--- src/rtl/ps2_input_ctrl.sv ---
// PS/2 keyboard front end: filters the raw lines, frames 11-bit packets, decodes
// make/break/extended prefixes and turns held keys into paddle steps and a play mode.
module ps2_input_ctrl #(
    parameter int FILTER_LEN    = 8,
    parameter int TIMEOUT       = 25000,
    parameter int REPEAT_DELAY  = 12500000,
    parameter int REPEAT_PERIOD = 2500000
) (
    input  logic       clk25,
    input  logic       clr,
    input  logic       PS2C,
    input  logic       PS2D,
    output logic       left_step,
    output logic       right_step,
    output logic [1:0] mode,
    output logic       mode_stb,
    output logic [7:0] scan_code,
    output logic       scan_valid,
    output logic       frame_err
);

    localparam int TW   = $clog2(TIMEOUT + 1);
    localparam int RMAX = (REPEAT_DELAY > REPEAT_PERIOD) ? REPEAT_DELAY : REPEAT_PERIOD;
    localparam int RW   = $clog2(RMAX + 1);

    typedef enum logic [1:0] {
        ST_IDLE   = 2'd0,
        ST_DATA   = 2'd1,
        ST_PARITY = 2'd2,
        ST_STOP   = 2'd3
    } frame_state_t;

    typedef enum logic [1:0] {
        DIR_NONE  = 2'd0,
        DIR_LEFT  = 2'd1,
        DIR_RIGHT = 2'd2
    } dir_t;

    function automatic logic odd_ones9(input logic [8:0] bits);
        return ^bits;
    endfunction

    function automatic logic [1:0] key_mode(input logic [7:0] code);
        case (code)
            8'h16:   return 2'd1;
            8'h1E:   return 2'd2;
            8'h26:   return 2'd3;
            default: return 2'd0;
        endcase
    endfunction

    logic [FILTER_LEN-1:0] clk_sh_r, dat_sh_r;
    logic                  clk_filt_r, dat_filt_r, clk_prev_r;
    logic                  fall_s;
    frame_state_t          state_r, state_nxt_s;
    logic [2:0]            bitcnt_r;
    logic [7:0]            shift_r;
    logic                  parity_r;
    logic [TW-1:0]         idle_cnt_r;
    logic                  timeout_s, frame_ok_s;
    logic [7:0]            scan_code_r;
    logic                  scan_valid_r, frame_err_r;
    logic                  brk_r, ext_r, held_left_r, held_right_r;
    logic [1:0]            mode_r;
    logic                  mode_stb_r;
    dir_t                  dir_s, dir_prev_r;
    logic [RW-1:0]         rep_cnt_r;
    logic                  left_step_r, right_step_r;

    // Glitch filter: a filtered line only moves once the whole window agrees.
    always_ff @(posedge clk25) begin
        if (clr) begin
            clk_sh_r   <= {FILTER_LEN{1'b1}};
            dat_sh_r   <= {FILTER_LEN{1'b1}};
            clk_filt_r <= 1'b1;
            dat_filt_r <= 1'b1;
            clk_prev_r <= 1'b1;
        end else begin
            clk_sh_r   <= {clk_sh_r[FILTER_LEN-2:0], PS2C};
            dat_sh_r   <= {dat_sh_r[FILTER_LEN-2:0], PS2D};
            clk_prev_r <= clk_filt_r;
            if (&clk_sh_r)       clk_filt_r <= 1'b1;
            else if (~|clk_sh_r) clk_filt_r <= 1'b0;
            if (&dat_sh_r)       dat_filt_r <= 1'b1;
            else if (~|dat_sh_r) dat_filt_r <= 1'b0;
        end
    end

    assign fall_s     = clk_prev_r & ~clk_filt_r;
    assign timeout_s  = (state_r != ST_IDLE) && !fall_s && (idle_cnt_r >= TW'(TIMEOUT - 1));
    assign frame_ok_s = odd_ones9({parity_r, shift_r}) && dat_filt_r;

    // Frame state register.
    always_ff @(posedge clk25) begin
        if (clr) state_r <= ST_IDLE;
        else     state_r <= state_nxt_s;
    end

    // Frame next-state logic; a timeout abandons any partial frame.
    always_comb begin
        state_nxt_s = state_r;
        case (state_r)
            ST_IDLE: begin
                if (fall_s && !dat_filt_r) state_nxt_s = ST_DATA;
                else                       state_nxt_s = ST_IDLE;
            end
            ST_DATA: begin
                if (timeout_s)                        state_nxt_s = ST_IDLE;
                else if (fall_s && bitcnt_r == 3'd7)  state_nxt_s = ST_PARITY;
                else                                  state_nxt_s = ST_DATA;
            end
            ST_PARITY: begin
                if (timeout_s)   state_nxt_s = ST_IDLE;
                else if (fall_s) state_nxt_s = ST_STOP;
                else             state_nxt_s = ST_PARITY;
            end
            ST_STOP: begin
                if (timeout_s || fall_s) state_nxt_s = ST_IDLE;
                else                     state_nxt_s = ST_STOP;
            end
            default: state_nxt_s = ST_IDLE;
        endcase
    end

    // Frame datapath: bit assembly, inter-edge timer and result strobes.
    always_ff @(posedge clk25) begin
        if (clr) begin
            bitcnt_r     <= 3'd0;
            shift_r      <= 8'h00;
            parity_r     <= 1'b0;
            idle_cnt_r   <= '0;
            scan_code_r  <= 8'h00;
            scan_valid_r <= 1'b0;
            frame_err_r  <= 1'b0;
        end else begin
            scan_valid_r <= 1'b0;
            frame_err_r  <= timeout_s;
            if (fall_s)                  idle_cnt_r <= TW'(1);
            else if (state_r == ST_IDLE) idle_cnt_r <= '0;
            else                         idle_cnt_r <= idle_cnt_r + 1'b1;
            case (state_r)
                ST_IDLE:   bitcnt_r <= 3'd0;
                ST_DATA: begin
                    if (fall_s) begin
                        shift_r  <= {dat_filt_r, shift_r[7:1]};
                        bitcnt_r <= bitcnt_r + 3'd1;
                    end
                end
                ST_PARITY: if (fall_s) parity_r <= dat_filt_r;
                ST_STOP: begin
                    if (fall_s && frame_ok_s) begin
                        scan_code_r  <= shift_r;
                        scan_valid_r <= 1'b1;
                    end else if (fall_s) begin
                        frame_err_r  <= 1'b1;
                    end
                end
                default: bitcnt_r <= 3'd0;
            endcase
        end
    end

    // Decoder: prefixes, held key bits and latched mode.
    always_ff @(posedge clk25) begin
        if (clr) begin
            brk_r        <= 1'b0;
            ext_r        <= 1'b0;
            held_left_r  <= 1'b0;
            held_right_r <= 1'b0;
            mode_r       <= 2'd0;
            mode_stb_r   <= 1'b0;
        end else begin
            mode_stb_r <= 1'b0;
            if (scan_valid_r) begin
                case (scan_code_r)
                    8'hF0: brk_r <= 1'b1;
                    8'hE0: ext_r <= 1'b1;
                    default: begin
                        brk_r <= 1'b0;
                        ext_r <= 1'b0;
                        if (!ext_r) begin
                            case (scan_code_r)
                                8'h1C: held_left_r  <= !brk_r;
                                8'h23: held_right_r <= !brk_r;
                                8'h16, 8'h1E, 8'h26: begin
                                    if (!brk_r) begin
                                        mode_r     <= key_mode(scan_code_r);
                                        mode_stb_r <= (key_mode(scan_code_r) != mode_r);
                                    end
                                end
                                default: brk_r <= 1'b0;
                            endcase
                        end
                    end
                endcase
            end
        end
    end

    // Holding both keys cancels out.
    always_comb begin
        dir_s = DIR_NONE;
        if (held_left_r && !held_right_r)      dir_s = DIR_LEFT;
        else if (held_right_r && !held_left_r) dir_s = DIR_RIGHT;
        else                                   dir_s = DIR_NONE;
    end

    // Step generator: immediate pulse on a new direction, then delay/period auto-repeat.
    always_ff @(posedge clk25) begin
        if (clr) begin
            dir_prev_r   <= DIR_NONE;
            rep_cnt_r    <= '0;
            left_step_r  <= 1'b0;
            right_step_r <= 1'b0;
        end else begin
            dir_prev_r   <= dir_s;
            left_step_r  <= 1'b0;
            right_step_r <= 1'b0;
            if (dir_s != dir_prev_r) begin
                left_step_r  <= (dir_s == DIR_LEFT);
                right_step_r <= (dir_s == DIR_RIGHT);
                rep_cnt_r    <= (dir_s == DIR_NONE) ? RW'(0) : RW'(REPEAT_DELAY);
            end else if (dir_s != DIR_NONE) begin
                if (rep_cnt_r == RW'(1)) begin
                    left_step_r  <= (dir_s == DIR_LEFT);
                    right_step_r <= (dir_s == DIR_RIGHT);
                    rep_cnt_r    <= RW'(REPEAT_PERIOD);
                end else begin
                    rep_cnt_r <= rep_cnt_r - 1'b1;
                end
            end
        end
    end

    assign left_step  = left_step_r;
    assign right_step = right_step_r;
    assign mode       = mode_r;
    assign mode_stb   = mode_stb_r;
    assign scan_code  = scan_code_r;
    assign scan_valid = scan_valid_r;
    assign frame_err  = frame_err_r;

endmodule

--- config.mk ---
export PLATFORM = sky130hd
export DESIGN_NAME = ps2_input_ctrl
export DESIGN_NICKNAME = d
export VERILOG_FILES = /design/src/rtl/ps2_input_ctrl.sv
export SDC_FILE = /design/constraint.sdc
export NUM_CORES = 1
export LEC_CHECK = 0
export ABC_AREA = 1
export CAP_MARGIN = 10
export CORE_UTILIZATION = 60
export DETAILED_ROUTE_END_ITERATION = 7
export MAX_ROUTING_LAYER = met4
export PLACE_DENSITY_LB_ADDON = 0.05
export SYNTH_ARGS = -nofsm -noshare
export SYNTH_HDL_FRONTEND = slang
export SYNTH_SLANG_ARGS = --single-unit
--- constraint.sdc ---
create_clock -name clk25 -period 4.9 [get_ports clk25]
set_input_delay 0.98 -clock clk25 [delete_from_list [all_inputs] [get_ports clk25]]
set_output_delay 0.98 -clock clk25 [all_outputs]
set_load 0.005 [all_outputs]
==> results_dict.tcl, run 1 <==
set metrics [dict create \
    synthCells 651 \
    drive_gt1_frac 0.0621 \
    portBuffers 18 \
    die-area_um2 7850 \
    ant_nets 0 \
    ys_ff_latch 93 \
    rows 31 \
    critPathBufInv 1 \
    synth_area_leaders "dfxtp_1, nand2_1, nor2_1" \
    max_slew_margin 0.689 \
    antenna_found_initial 0 \
    avgSynthCellArea_um2 6.92 \
    cp_max_fo 6 \
    cts_sinks 93 \
    status "completed" \
    ios 19 \
    num_vias 4058 \
    cts_max_level 3 \
    powerDensity_nw_per_um2 254 \
    syn2layout_area_growth_pct 10.0 \
    critPathTopFamily "buffers and inverters" \
    switching_power_w 0.000281 \
    tns_ns 0 \
    seqCellArea_um2 1860 \
    syn_area_um2 4500 \
    cp_cell_sequence "clkdlybuf4s50_1" \
    whs_ns 0.459 \
    fin_nets 682 \
    initial_core_util 0.621 \
    async_reset_ff_frac 0 \
    synthDistinctLibCells 36 \
    min_path_type "flip-flop to flip-flop" \
    multiInputGateArea_um2 2250 \
    seq_power_share 0.603 \
    vias_per_cell 5.24 \
    rsz0062_at_grt "false" \
    insertedDiodeCount 0 \
    gp_congestion 0.980 \
    synth_seq_area_share 0.414 \
    cpMaxStageDelayCell "clkdlybuf4s50_1" \
    power_leakage_nw 2.21 \
    synth_edf_count 0 \
    grt_max_degree 47 \
    root_buffer "clkbuf_8" \
    ir_worst_vdd_mv 0.226 \
    post_cts_buffers 0 \
    synth_common_cells "nand2_1, dfxtp_1, nor2_1" \
    finalSetupViolations 0 \
    overflow 0 \
    cts_resized 0 \
    fillers 638 \
    p_sw_frac 0.223 \
    internal_power_w 0.000978 \
    synthFlopType "dfxtp_1" \
    die_w_um 88.6 \
    first_global_vias 3618 \
    core_um2 7250 \
    syn_nets 662 \
    die_h_um 88.6 \
    hold_viol 0 \
    period_needed_ns 2.32 \
    yosysMostFrequentCell "nand2_1" \
    tightest_slew_ns 0.466 \
    fin_crit_sh 0.473 \
    numCtsBuffers 9 \
    clk_pin_slew_ns 0.09 \
    fin_skew_ns 0.00949 \
    pwr-share-comb 0.017 \
    critPathArrivalTime_ns 1.34 \
    cts_buffer_depth 2 \
    hold_buffers 0 \
    cap_violations 0 \
    end_kind "output port" \
    drv_slew 0 \
    worstSkewPairLatency_ns 0.36 \
    fmax_ghz 0.431 \
    path_class "flip-flop to output port" \
    yosysTopAreaCellShare 0.414 \
    hpwl_um 6720 \
    clkPwrFrac 0.380 \
    wl_per_cell_um 11.8 \
    grt_use_total 0.259 \
    routed_wl_um 9180 \
    required_ns 3.92 \
    drt_pass1_iterations 5 \
    final_core_util 0.683 \
    start_kind "flip-flop" \
    remaining_drc_errors 0 \
    synth-warning-count 0 \
    grt_pass1_wl_um 15400 \
    drt_iter0_drc 180 \
    power_w 0.00126 \
    yosysTopAreaCell "dfxtp_1" \
    cp_slowest_stage_delay_ns 0.54 \
    cts_tree "built" \
]
## registers in the layout, summed over array words and instances, names as in the netlist, 2 cells and up
signal / count
state_r: 2
dir_prev_r: 2
bitcnt_r: 3
rep_cnt_r: 24
mode: 2
idle_cnt_r: 15
shift_r: 8
clk_sh_r: 8
scan_code: 8
dat_sh_r: 8
## tightest hold or removal path, stage by stage (launching register included)
cell and delay, ns:
dfxtp_1 0.34, inv_1 0.05, nand2_1 0.04
## placed cells by master (no fill, tap or decap)
| master | netlist | final |
|---|---|---|
| nor2_1 | 86 | 86 |
| a211oi_1 | 2 | 2 |
| nand2_1 | 156 | 156 |
| a21oi_1 | 43 | 43 |
| nand3_2 | 1 | 1 |
| dfxtp_1 | 93 | 93 |
| xor2_1 | 9 | 9 |
| ha_1 | 7 | 7 |
| nor2_2 | 5 | 5 |
| o221ai_1 | 2 | 2 |
| o21a_1 | 3 | 3 |
| buf_4 | 1 | 2 |
| o21bai_1 | 1 | 1 |
| inv_1 | 85 | 85 |
| nand2_2 | 3 | 3 |
| nor2_4 | 3 | 3 |
| o21ai_4 | 1 | 1 |
| or2_2 | 4 | 4 |
| clkinv_4 | 0 | 2 |
| o21ai_0 | 28 | 28 |
| nand2_4 | 1 | 1 |
| xnor2_1 | 7 | 7 |
| nor3b_1 | 1 | 1 |
| nor3_4 | 1 | 1 |
| clkinvlp_4 | 0 | 2 |
| a31oi_1 | 1 | 1 |
| clkdlybuf4s50_1 | 0 | 18 |
| inv_2 | 4 | 4 |
| nand4_1 | 23 | 23 |
| nand3_4 | 1 | 1 |
| nor3_1 | 11 | 11 |
| clkbuf_1 | 5 | 1 |
| o22ai_1 | 1 | 1 |
| clkbuf_8 | 0 | 11 |
| nor4_1 | 6 | 6 |
| nand3_1 | 50 | 50 |
| nor3_2 | 1 | 1 |
## per-stage QoR
stage	std cells	instance area, µm²	setup WS (ns)
floorplan	651	4500	3.13
global placement	759	4770	2.33
detailed placement	759	4770	2.26
CTS	775	4950	2.57
global route	775	4950	2.51
finish	775	4950	2.58
## logic make-up (layout without fill, tap and decap cells)
family	after synthesis	after routing	share of synthesized area
buffers and inverters	100	125	0.0864
DFF	93	93	0.414
AOI/OAI and AO/OA	82	82	0.0992
and+or+nand+nor	353	353	0.350
xor gates and xnor gates	16	16	0.0311
adders and majority gates	7	7	0.0195
## routing by layer
| layer | routed length, µm | global-route usage |
|---|---|---|
| met2 | 4330 | 0.425 |
| met3 | 480 | 0.0681 |
| met1 | 4300 | 0.314 |
| met5 | 0 | - |
| met4 | 72 | 0.0704 |
## power by group through the flow
stage / clock network, W / registers [W] / logic, W
6_report: 0.000478 / 0.000759 / 0.0000210
5_1_grt: 0.000526 / 0.000760 / 0.0000234
4_1_cts: 0.000494 / 0.000759 / 0.0000211
3_5_place_dp: 0 / 0.000777 / 0.0000210
3_3_place_gp: 0 / 0.000777 / 0.0000208
2_1_floorplan: 0 / 0.000776 / 0.0000143
## cell type report
class                   instances  share of cell area
clock inverters                 4             0.00657
multi-input cells             458               0.454
repair buffers                 20              0.0394
flip-flops and latches         93               0.376
inverters                      89              0.0674
clock buffers                  12              0.0313
well taps                      99              0.0250
## path summary, 6_finish.rpt
| check | startpoint | to | slack, ns | cells after the start |
|---|---|---|---|---|
| max | scan_valid | scan_valid | 2.58 | 1 |
| min | dat_sh_r[3] | dat_sh_r[4] | 0.46 | 2 |
| max reg2reg | held_right_r | rep_cnt_r[4] | 2.76 | 9 |
| min reg2reg | dat_sh_r[3] | dat_sh_r[4] | 0.46 | 2 |
Power figures use the tool's default switching activity.
==> run 2, diff against run 1 <==
--- a/config.mk
+++ b/config.mk
@@ -7,7 +7,7 @@
 export LEC_CHECK = 0
 export ABC_AREA = 1
 export CAP_MARGIN = 10
-export CORE_UTILIZATION = 60
+export CORE_UTILIZATION = 55
 export DETAILED_ROUTE_END_ITERATION = 7
 export MAX_ROUTING_LAYER = met4
 export PLACE_DENSITY_LB_ADDON = 0.05
==> constraint.sdc (replaced) <==
create_clock -name clk25 -period 1.95 [get_ports clk25]
set_input_delay 0.39 -clock clk25 [delete_from_list [all_inputs] [get_ports clk25]]
set_output_delay 0.39 -clock clk25 [all_outputs]
set_load 0.005 [all_outputs]
==> run 2 against run 1 <==
Net effect:
- wire length is 1.0% higher
- first-iteration DRC count is 56% higher
- die area is 8.9% higher
- clock power grew to 2.8 times the previous value
- critical path type is now flip-flop to flip-flop
- critical endpoint is now rep_cnt_r[6]
- largest power group unchanged
==> results_dict.tcl, run 2 (synthesis gave the netlist of run 1 again) <==
set metrics [dict create \
    fin_nets 687 \
    root_buffer "clkbuf_8" \
    remaining_drc_errors 0 \
    r2r_slack_ns 0.21 \
    cp_cell_sequence "inv_1 > ha_1 > inv_2 > nor2_4 > inv_2 > nand3_1 > nor2_1 > nand2_1 > nand2_1 > nor2_1" \
    min_path_type "flip-flop to flip-flop" \
    placedCellCount 767 \
    regMostFlops "rep_cnt_r" \
    power_leakage_nw 2.25 \
    core_um2 7810 \
    drv_slew 0 \
    rsz0062_at_grt "false" \
    num_vias 4102 \
    fmax_ghz 0.576 \
    critPathLaunch "held_left_r" \
    required_ns 2.18 \
    grt_max_degree 47 \
    portBuffers 18 \
    cap_violations 0 \
    cp_max_fo 12 \
    critPathArrivalTime_ns 1.97 \
    drt_iter0_drc 280 \
    fin_cells 783 \
    drt_pass1_iterations 5 \
    first_global_vias 3693 \
    path_class "flip-flop to flip-flop" \
    routed_wl_um 9270 \
    cts_buffer_depth 2 \
    finalSetupViolations 0 \
    fin_crit_sh 0.891 \
    largest_reg_flops 24 \
    crit_cells 10 \
    grt_pass1_wl_um 16500 \
    die_w_um 92.5 \
    initial_core_util 0.577 \
    post_cts_buffers 0 \
    status "completed" \
    syn2layout_area_growth_pct 11.7 \
    hold_path_startpoint "clk_sh_r[1]" \
    gp_congestion 0.949 \
    switching_power_w 0.000700 \
    min_path_cells 2 \
    powerDensity_nw_per_um2 655 \
    clk_pin_slew_ns 0.09 \
    critPathTopFamily "simple AND/OR/NAND/NOR gates" \
    clkPwrFrac 0.404 \
    ant_nets 0 \
    hold_buffers 0 \
    hold_viol 0 \
    cp_slowest_stage_delay_ns 0.37 \
    cts_resized 0 \
    die_h_um 92.5 \
    p_sw_frac 0.213 \
    numCtsBuffers 9 \
    cpMaxStageDelayCell "ha_1" \
    worstSkewPairLatency_ns 0.35 \
    r2r_cells 10 \
    insertedDiodeCount 0 \
    reg_top3 "rep_cnt_r (24), idle_cnt_r (15)" \
    period_needed_ns 1.74 \
    cts_max_level 3 \
    internal_power_w 0.00259 \
    vias_per_cell 5.24 \
    antenna_found_initial 0 \
    hpwl_um 6920 \
    seq_power_share 0.579 \
    r2r_start "held_left_r" \
    final_cell_mix "nand2_1, dfxtp_1, nor2_1" \
    pwr-share-comb 0.017 \
    wl_per_cell_um 11.8 \
    die-area_um2 8550 \
    ir_worst_vdd_mv 0.541 \
    rows 32 \
    tightest_slew_ns 0.445 \
    end_kind "flip-flop" \
    drive_gt1_frac 0.0690 \
    cts_sinks 93 \
    fin_skew_ns 0.0149 \
    ios 19 \
    max_slew_margin 0.701 \
    tns_ns 0 \
    grt_use_total 0.244 \
    critPathBufInv 3 \
    start_kind "flip-flop" \
    cts_tree "built" \
    layout_commonest_cell "nand2_1" \
    overflow 0 \
]
[run 2: worst reg2reg max path: stages (launching register included)]
cell	delay (ns)
dfxtp_1	0.35
inv_1	0.06
ha_1	0.37
inv_2	0.17
nor2_4	0.07
inv_2	0.17
nand3_1	0.17
nor2_1	0.11
nand2_1	0.06
nand2_1	0.06
nor2_1	0.04
[run 2: worst paths after layout]
| kind | end |
|---|---|
| worst min-delay path | clk_sh_r[2] |
| worst min register to register | clk_sh_r[2] |
| worst max register to register | rep_cnt_r[6] |
| worst max-delay path | rep_cnt_r[6] |
[run 2: power groups by stage]
stage / Combinational, W / Clock [W] / Sequential (W)
floorplan: 0.0000359 / 0 / 0.00195
global placement: 0.0000560 / 0 / 0.00195
detailed placement: 0.0000570 / 0 / 0.00195
CTS: 0.0000570 / 0.00136 / 0.00191
global route: 0.0000641 / 0.00145 / 0.00191
finish: 0.0000564 / 0.00133 / 0.00191
[run 2: through the flow]
stage / utilization / power [W] / setup WS [ns] / hold slack, ns / cell area, µm²
after floorplan: - / 0.00199 / 0.349 / 0.404 / 4500
after global routing: 0.644 / 0.00342 / 0.0477 / 0.466 / 5030
final: 0.644 / 0.00329 / 0.213 / 0.444 / 5030
after global placement: 0.617 / 0.00201 / 0.297 / 0.416 / 4820
after detailed placement: 0.617 / 0.00201 / 0.242 / 0.426 / 4820
after CTS: 0.644 / 0.00332 / 0.208 / 0.445 / 5030
[run 2: cell type report]
cell class / count / area [µm²]
fill: 726 / 2780
multi-input combinational: 458 / 2250
sequential: 93 / 1860
inverter: 89 / 334
timing repair buffer: 25 / 245
clock buffer: 12 / 155
tap: 102 / 128
clock inverter: 4 / 55.1
[run 2: routing by layer]
metal / global-route usage / share of wire / wire [µm]
met1: 0.327 / 0.51 / 4690
met2: 0.388 / 0.44 / 4120
met3: 0.0296 / 0.039 / 365
met4: 0.0742 / 0.010 / 93
met5: - / 0 / 0
